<file path="src/rtl/ex_mem_flag_stage.sv">
// rtl/ex_mem_flag_stage.sv - EX/MEM pipeline latch with NZCV flag register; optional EX_FLAG_BYPASS_EN
module ex_mem_flag_stage #(
    parameter int DATA_W = 64,
    parameter int REG_W  = 5
) (
    input  logic              clk,
    input  logic              reset_n,
    input  logic              ex_valid,
    input  logic [DATA_W-1:0] ex_result,
    input  logic              ex_negative,
    input  logic              ex_zero,
    input  logic              ex_carryOut,
    input  logic              ex_overflow,
    input  logic              ex_setFlags,
    input  logic [DATA_W-1:0] ex_storeData,
    input  logic [REG_W-1:0]  ex_rd,
    input  logic              ex_regWrite,
    input  logic              ex_memRead,
    input  logic              ex_memWrite,
    input  logic              stall,
    input  logic              flush,
    output logic              mem_valid,
    output logic [DATA_W-1:0] mem_result,
    output logic [DATA_W-1:0] mem_storeData,
    output logic [REG_W-1:0]  mem_rd,
    output logic              mem_regWrite,
    output logic              mem_memRead,
    output logic              mem_memWrite,
    output logic [3:0]        flags,
    output logic [3:0]        fwd_flags
);

    localparam logic [REG_W-1:0] XZR = REG_W'(31);

    logic [3:0] ex_flags;
    logic       ex_flag_write;

    assign ex_flags      = {ex_negative, ex_zero, ex_carryOut, ex_overflow};
    assign ex_flag_write = ex_valid & ex_setFlags;

    // EX/MEM latch: flush clears to a bubble, stall holds, otherwise advance qualified by ex_valid
    always_ff @(posedge clk or negedge reset_n) begin
        if (!reset_n) begin
            mem_valid     <= 1'b0;
            mem_result    <= '0;
            mem_storeData <= '0;
            mem_rd        <= '0;
            mem_regWrite  <= 1'b0;
            mem_memRead   <= 1'b0;
            mem_memWrite  <= 1'b0;
        end else if (flush) begin
            mem_valid     <= 1'b0;
            mem_result    <= '0;
            mem_storeData <= '0;
            mem_rd        <= '0;
            mem_regWrite  <= 1'b0;
            mem_memRead   <= 1'b0;
            mem_memWrite  <= 1'b0;
        end else if (!stall) begin
            mem_valid     <= ex_valid;
            mem_result    <= ex_valid ? ex_result : '0;
            mem_storeData <= ex_valid ? ex_storeData : '0;
            mem_rd        <= ex_valid ? ex_rd : '0;
            mem_regWrite  <= ex_valid & ex_regWrite & (ex_rd != XZR);
            mem_memRead   <= ex_valid & ex_memRead;
            mem_memWrite  <= ex_valid & ex_memWrite;
        end
    end

    // Architectural NZCV: only a valid flag setter that actually advances may write it
    always_ff @(posedge clk or negedge reset_n) begin
        if (!reset_n) begin
            flags <= 4'b0000;
        end else if (!flush && !stall && ex_flag_write) begin
            flags <= ex_flags;
        end
    end

`ifdef EX_FLAG_BYPASS_EN
    // B.cond view includes the in-flight setter unless it is being squashed this cycle
    assign fwd_flags = (ex_flag_write && !flush) ? ex_flags : flags;
`else
    // Without bypass the hazard unit stalls B.cond until the setter has written flags
    assign fwd_flags = flags;
`endif

endmodule

</file>
<file path="config.mk">
export PLATFORM = sky130hd
export DESIGN_NAME = ex_mem_flag_stage
export DESIGN_NICKNAME = d
export VERILOG_FILES = /design/src/rtl/ex_mem_flag_stage.sv
export SDC_FILE = /design/constraint.sdc
export NUM_CORES = 1
export LEC_CHECK = 0
export BUFFER_PORTS_ARGS = -buffer_cell sky130_fd_sc_hd__buf_2
export CORE_MARGIN = 2
export CORE_UTILIZATION = 43
export CTS_BUF_LIST = sky130_fd_sc_hd__clkbuf_16
export DETAILED_ROUTE_END_ITERATION = 6
export PLACE_DENSITY = 0.91
export SKIP_CTS_REPAIR_TIMING = 1
export SYNTH_ARGS = -nofsm -noshare
export SYNTH_HDL_FRONTEND = slang
export SYNTH_SLANG_ARGS = --single-unit
</file>
<file path="constraint.sdc">
create_clock -name clk -period 0.8 [get_ports clk]
set_input_delay 0.08 -clock clk [delete_from_list [all_inputs] [get_ports clk]]
set_output_delay 0.08 -clock clk [all_outputs]
set_load 0.01 [all_outputs]
</file>
==> qor.txt, run 1 <==
First-pass GRT wire length -> 21200 um
Worst hold path type -> input pin to register
Delay-heaviest family, CP -> flip-flops
Synth Area per Inst -> 15.6 sq um
Tot Pwr -> 18.4 mW
Critical Path Start Type -> register
Internal power -> 14.0 mW
Ys Warns -> 0
Fmax -> 927 MHz
Synth cell types -> 12
Bufs and invs on worst path -> 1
Static leakage -> 5.15 nW
Htree depth -> 4
Worst path slowest cell -> dfrtp_1
# port buffers -> 290
Filler cells -> 534
Starting Density -> 44.0%
Worst-path clk slew -> 0.06 ns
GRT Overall Usage -> 21.8%
Period Utilization, post-route -> 135%
Max Slew Vio Count -> 0
Layout overhead on the synthesized area -> 86.3%
Wire length per cell -> 20.9 um
Final Hold Vio Count -> 0
Placer Congestion -> 0.843
WP data arrival -> 1.00 ns
Yosys reg bits -> 141
Setup crit end kind -> output port
Initial antenna violation count -> 2
Register Area -> 0.00353 sq mm
Crit Path Class -> register to output port
Die ar. -> 0.0125 sq mm
Layout cell share with drive strength beyond 1 -> 49.2%
Layout Skew -> 0 ns
Status -> complete, but fails checks
Area of the multi-input gates -> 0.00129 sq mm
Violated checks -> setup timing
Peak VDD IR -> 0.00162 V
Register area share after synthesis -> 70.5%
Post-Syn Area -> 0.00500 sq mm
Max transition margin -> 78.0%
Critical Path Fanout Max -> 2
Max-cap viol count -> 0
Net count, final -> 970
Die height -> 112 um
Via density per instance -> 5.35
Clk buf depth -> 2
Via Count -> 5245
Critical path's largest stage delay -> 0.42 ns
Worst-Skew Late Latency -> 0.41 ns
Pin count of the biggest net entering global routing -> 72
Fin util -> 82.0%
IO Pins -> 291
# DRC -> 0
CTS tree -> yes
Switch Pwr -> 4.35 mW
Syn nets -> 467
First-pass DRT Iterations -> 6
DRT Wirelength -> 20500 um
PwrDens -> 1970 mW/mm^2
Post-synthesis cell count -> 321
Switching Share -> 23.7%
Final min period -> 1.08 ns
Final setup TNS -> -35.99 ns
Clk pwr share -> 44.3%
Setup Viol. Count Final -> 211
Comb pwr share -> 14.0%
Worst slew pin tran -> 0.330 ns
Grt ovf -> 0
CORE AREA -> 0.0114 sq mm
Clock Tree Root -> clkbuf_16
Rows -> 39
Sequential power share -> 41.7%
RSZ-0062 raised after global routing -> yes
Inserted Clock Buffers -> 17
Worst Path Required -> 0.72 ns
CTS sink cnt -> 141
Final WS setup -> -0.279 ns
Iteration-0 DRC Markers -> 428
Number of nets with antenna violations after routing -> 0
Width of the die -> 112 um
CP Cell Sequence -> buf_2
Dpl hpwl -> 9630 um
Number of global-route vias before repair -> 4208
## cells in the mapped netlist (all sizes together)
master,count,area (sq um)
a21o,1,7.51
a22o,135,1180
a32o,1,10.0
and3,1,6.26
buf,34,195
dfrtp,141,3530
mux2,4,45.0
nand2,1,3.75
nand3,1,5.00
nor2b,1,6.26
nor3b,1,12.5
## per-stage QoR
step	worst slack, ns	area [sq um]	instances	hold WS, ns
2_1_floorplan	-0.0301	5080	321	-0.216
4_1_cts	-0.272	7290	772	-0.462
3_5_place_dp	-0.311	6690	741	-0.0210
3_3_place_gp	-0.275	6690	741	-0.0252
6_report	-0.279	9320	981	0.0184
5_1_grt	-0.303	9320	981	0.0299
## kinds of logic (layout without fill, tap and decap cells)
kind of cell	Yosys count	in the layout	share of synthesized area (%)
DFF	141	141	70.5
and+or+nand+nor	5	5	0.675
buffers and inverters	34	549	3.90
other	0	2	0
AOI/OAI and AO/OA	137	137	24.0
muxes	4	4	0.900
## power by group through the flow
stage	Sequential, mW	Combinational [mW]	Clock, mW
4_1_cts	7.63	1.70	8.15
6_report	7.66	2.57	8.15
3_3_place_gp	7.73	1.63	0
2_1_floorplan	7.88	0.586	0
5_1_grt	7.68	2.73	8.54
3_5_place_dp	7.74	1.69	0
## per-layer routing
metal | up-vias | GRT usage (%) | routed length (um)
li1 | 2236 | - | -
met1 | 2571 | 26.0 | 7370
met2 | 350 | 36.4 | 10500
met3 | 88 | 6.31 | 1530
met4 | 0 | 10.1 | 1020
met5 | - | 0 | 0
## path summary, 6_finish.rpt
kind,from,to,slack [ns],cells after the start
worst max-delay path,mem_storeData[23]$_DFFE_PN0P_,mem_storeData[23],-0.28,1
worst min-delay path,ex_rd[2],mem_rd[2]$_DFFE_PN0P_,0.02,3
worst max register to register,mem_result[25]$_DFFE_PN0P_,mem_result[25]$_DFFE_PN0P_,-0.11,2
worst min register to register,mem_result[19]$_DFFE_PN0P_,mem_result[19]$_DFFE_PN0P_,0.50,1
max in group asynchronous,reset_n,mem_storeData[26]$_DFFE_PN0P_,0.20,3
min in group asynchronous,reset_n,mem_result[7]$_DFFE_PN0P_,0.12,2
## flip-flops by register name, indices dropped and copies added (netlist names)
register,cells
mem_result,64
mem_storeData,64
mem_rd,5
flags,4
mem_memRead,1
mem_memWrite,1
mem_regWrite,1
mem_valid,1
## area by class of cell
class | count | share of cell area, %
Clock inverter | 14 | 1.89
Clock buffer | 17 | 4.56
Sequential cell | 141 | 37.9
Multi-Input combinational cell | 146 | 13.9
Timing Repair Buffer | 518 | 39.8
Tap cell | 143 | 1.92
Antenna cell | 2 | 0.0537
## layout by cell type (no fill, tap or decap), types with 2 or more instances in the layout
cell type / count
clkinv_1: 3
buf_4: 82
a22o_1: 135
dfrtp_1: 141
buf_12: 6
clkbuf_16: 17
clkinv_2: 2
dlygate4sd3_1: 140
bufinv_16: 4
buf_6: 20
mux2_2: 4
buf_2: 270
clkinvlp_4: 3
diode_2: 2
No activity file was read; power rests on OpenSTA's default activity.
==> inputs of run 2 (changes only) <==
--- a/config.mk
+++ b/config.mk
@@ -11,6 +11,7 @@
 export CTS_BUF_LIST = sky130_fd_sc_hd__clkbuf_16
 export DETAILED_ROUTE_END_ITERATION = 6
 export PLACE_DENSITY = 0.91
+export RECOVER_POWER = 25
 export SKIP_CTS_REPAIR_TIMING = 1
 export SYNTH_ARGS = -nofsm -noshare
 export SYNTH_HDL_FRONTEND = slang
==> constraint.sdc (replaced) <==
create_clock -name clk -period 0.8 [get_ports clk]
set_input_delay 0.08 -clock clk [delete_from_list [all_inputs] [get_ports clk]]
set_output_delay 0.08 -clock clk [all_outputs]
set_load 0.005 [all_outputs]
==> run 2 against run 1 <==
  * The run still ends with setup timing left
  * Hold slack improved by 0.00054 ns
  * Core utilization fell by 1.1 points
  * Combinational power fell by 7%
  * First-iteration DRC count rose by 13%
  * Cell area fell by 1.3%
  * Sequential power barely moved
  * Global-route usage did not move
  * Sequential share of layout area rose by 0.49 points
  * Wire length rose by 2.3%
  * Register-to-register slack barely moved
  * Clock power barely moved
  * Critical endpoint is now mem_storeData[33]
  * Largest cell class unchanged
  * Highest routed layer unchanged
==> qor.txt, run 2 (synthesized netlist as in run 1, its figures left out) <==
Critical path's largest stage delay -> 0.42 ns (about the same)
Most frequent cells in the layout -> 289 x buf_2, 141 x dfrtp_1, 140 x dlygate4sd3_1
Crit Path Class -> register to output port
Placer Congestion -> 0.843 (unchanged)
Via Count -> 5305 (+1.1%)
DR WL met3 -> 1700 um (+11%)
Met1 Wirelength -> 7410 um (+0.50%)
Starting Density -> 44.0% (unchanged)
Largest regs -> mem_result x64, mem_storeData x64, mem_rd x5
PwrDens -> 1980 mW/mm^2 (+0.22%)
Iteration-0 DRC Markers -> 485 (+13%)
Max transition margin -> 69.5% (-8.5 points)
IO Pins -> 291 (unchanged)
GRT Overall Usage -> 21.8% (unchanged)
WP data arrival -> 0.99 ns (about the same)
Wire length per cell -> 21.3 um (+2.2%)
Commonest non-fill, non-tap cell in the layout -> buf_2
CTS sink cnt -> 141 (unchanged)
Grt ovf -> 0 (unchanged)
Via density per instance -> 5.40 (+1.0%)
Die height -> 112 um (unchanged)
Layout cell share with drive strength beyond 1 -> 49.2% (unchanged)
Max Slew Vio Count -> 0 (unchanged)
Worst-Skew Late Latency -> 0.41 ns (about the same)
Layout overhead on the synthesized area -> 83.9%
Final Hold Vio Count -> 0 (unchanged)
Dpl hpwl -> 9630 um (unchanged)
Clk buf depth -> 2 (unchanged)
CTS tree -> yes
Final min period -> 1.07 ns (-0.0124 ns)
Period Utilization, post-route -> 133% (-1.6 points)
Met2 WL post-DR -> 10900 um (+3.2%)
Rows -> 39 (unchanged)
Top sig layer -> met4
# port buffers -> 290 (unchanged)
Bufs and invs on worst path -> 1 (unchanged)
Setup crit end kind -> output port
Final WS setup -> -0.266 ns (+0.0124 ns)
FF-to-FF setup slack -> -0.10 ns (about the same)
Layout Skew -> 0 ns (unchanged)
First-pass GRT wire length -> 21200 um (unchanged)
Status -> complete, but fails checks
# DRC -> 0 (unchanged)
CORE AREA -> 0.0114 sq mm (unchanged)
Pin count of the biggest net entering global routing -> 72 (unchanged)
Tot Pwr -> 18.2 mW (-1.1%)
Width of the die -> 112 um (unchanged)
Fin util -> 80.9% (-1.1 points)
Worst Path Required -> 0.72 ns (about the same)
Worst hold path type -> input pin to register
DRT Wirelength -> 20900 um (+2.3%)
Number of global-route vias before repair -> 4208 (unchanged)
CP Cell Sequence -> buf_2
Net count, final -> 970 (unchanged)
Critical Path Start Type -> register
Worst path slowest cell -> dfrtp_1
RSZ-0062 raised after global routing -> yes
Initial antenna violation count -> 3 (+1)
Static leakage -> 5.13 nW (-0.35%)
Number of nets with antenna violations after routing -> 0 (unchanged)
Peak VDD IR -> 0.00184 V (+13%)
Violated checks -> setup timing
Critical Path Fanout Max -> 2 (unchanged)
Worst slew pin tran -> 0.457 ns (+0.127 ns)
Max-cap viol count -> 0 (unchanged)
First-pass DRT Iterations -> 6 (unchanged)
Clock Tree Root -> clkbuf_16
Fmax -> 938 MHz (+1.2%)
Pre-CTS WS -> -0.311 ns (unchanged)
Inserted Clock Buffers -> 17 (unchanged)
Setup Viol. Count Final -> 211 (unchanged)
Die ar. -> 0.0125 sq mm (unchanged)
Worst-path clk slew -> 0.06 ns (about the same)
Delay-heaviest family, CP -> flip-flops
Htree depth -> 4 (unchanged)
==> run 2: changes by cell type in the layout (fill, tap and decap cells not counted) <==
cell      change
buf_2        +19
buf_4         -5
buf_6        -20
clkbuf_4      +6
diode_2       +1
==> run 2: worst paths after layout <==
check | from | end | depth (start not counted)
min in group asynchronous | reset_n | mem_result[8]$_DFFE_PN0P_ | 2
max reg2reg | mem_result[57]$_DFFE_PN0P_ | mem_result[57]$_DFFE_PN0P_ | 2
max in group asynchronous | reset_n | mem_result[50]$_DFFE_PN0P_ | 3
min | ex_rd[2] | mem_rd[2]$_DFFE_PN0P_ | 3
max | mem_storeData[33]$_DFFE_PN0P_ | mem_storeData[33] | 1
min reg2reg | mem_result[17]$_DFFE_PN0P_ | mem_result[17]$_DFFE_PN0P_ | 1
==> run 2: layout make-up <==
class	instances	area, sq um
clock buffers	17	425
well taps	143	179
clock inverters	14	176
flip-flops and latches	141	3530
repair buffers	518	3590
fillers	555	2170
diodes	3	7.51
multi-input cells	146	1290
==> run 2: report_power, final <==
| part | switching, mW | internal, mW |
|---|---|---|
| sequential | 0.218 | 7.44 |
| clock | 2.99 | 5.15 |
| combinational | 1.00 | 1.39 |
| total | 4.21 | 14.0 |
==> run 2: through the flow <==
step | hold slack, ns | area [sq um] | std cells | TNS, ns
3_3_place_gp | -0.0252 | 6690 | 741 | -33.90
3_5_place_dp | -0.0210 | 6690 | 741 | -36.25
5_1_grt | 0.0197 | 9200 | 982 | -40.76
6_report | 0.0190 | 9200 | 982 | -34.50
2_1_floorplan | -0.216 | 5080 | 321 | -1.94
4_1_cts | -0.462 | 7290 | 772 | -32.17
==> run 2: layer usage <==
layer	track usage [%]	vias to the layer above
li1	-	2244
met1	26.0	2617
met2	36.4	363
met3	6.31	81
met4	10.1	0
met5	0	-
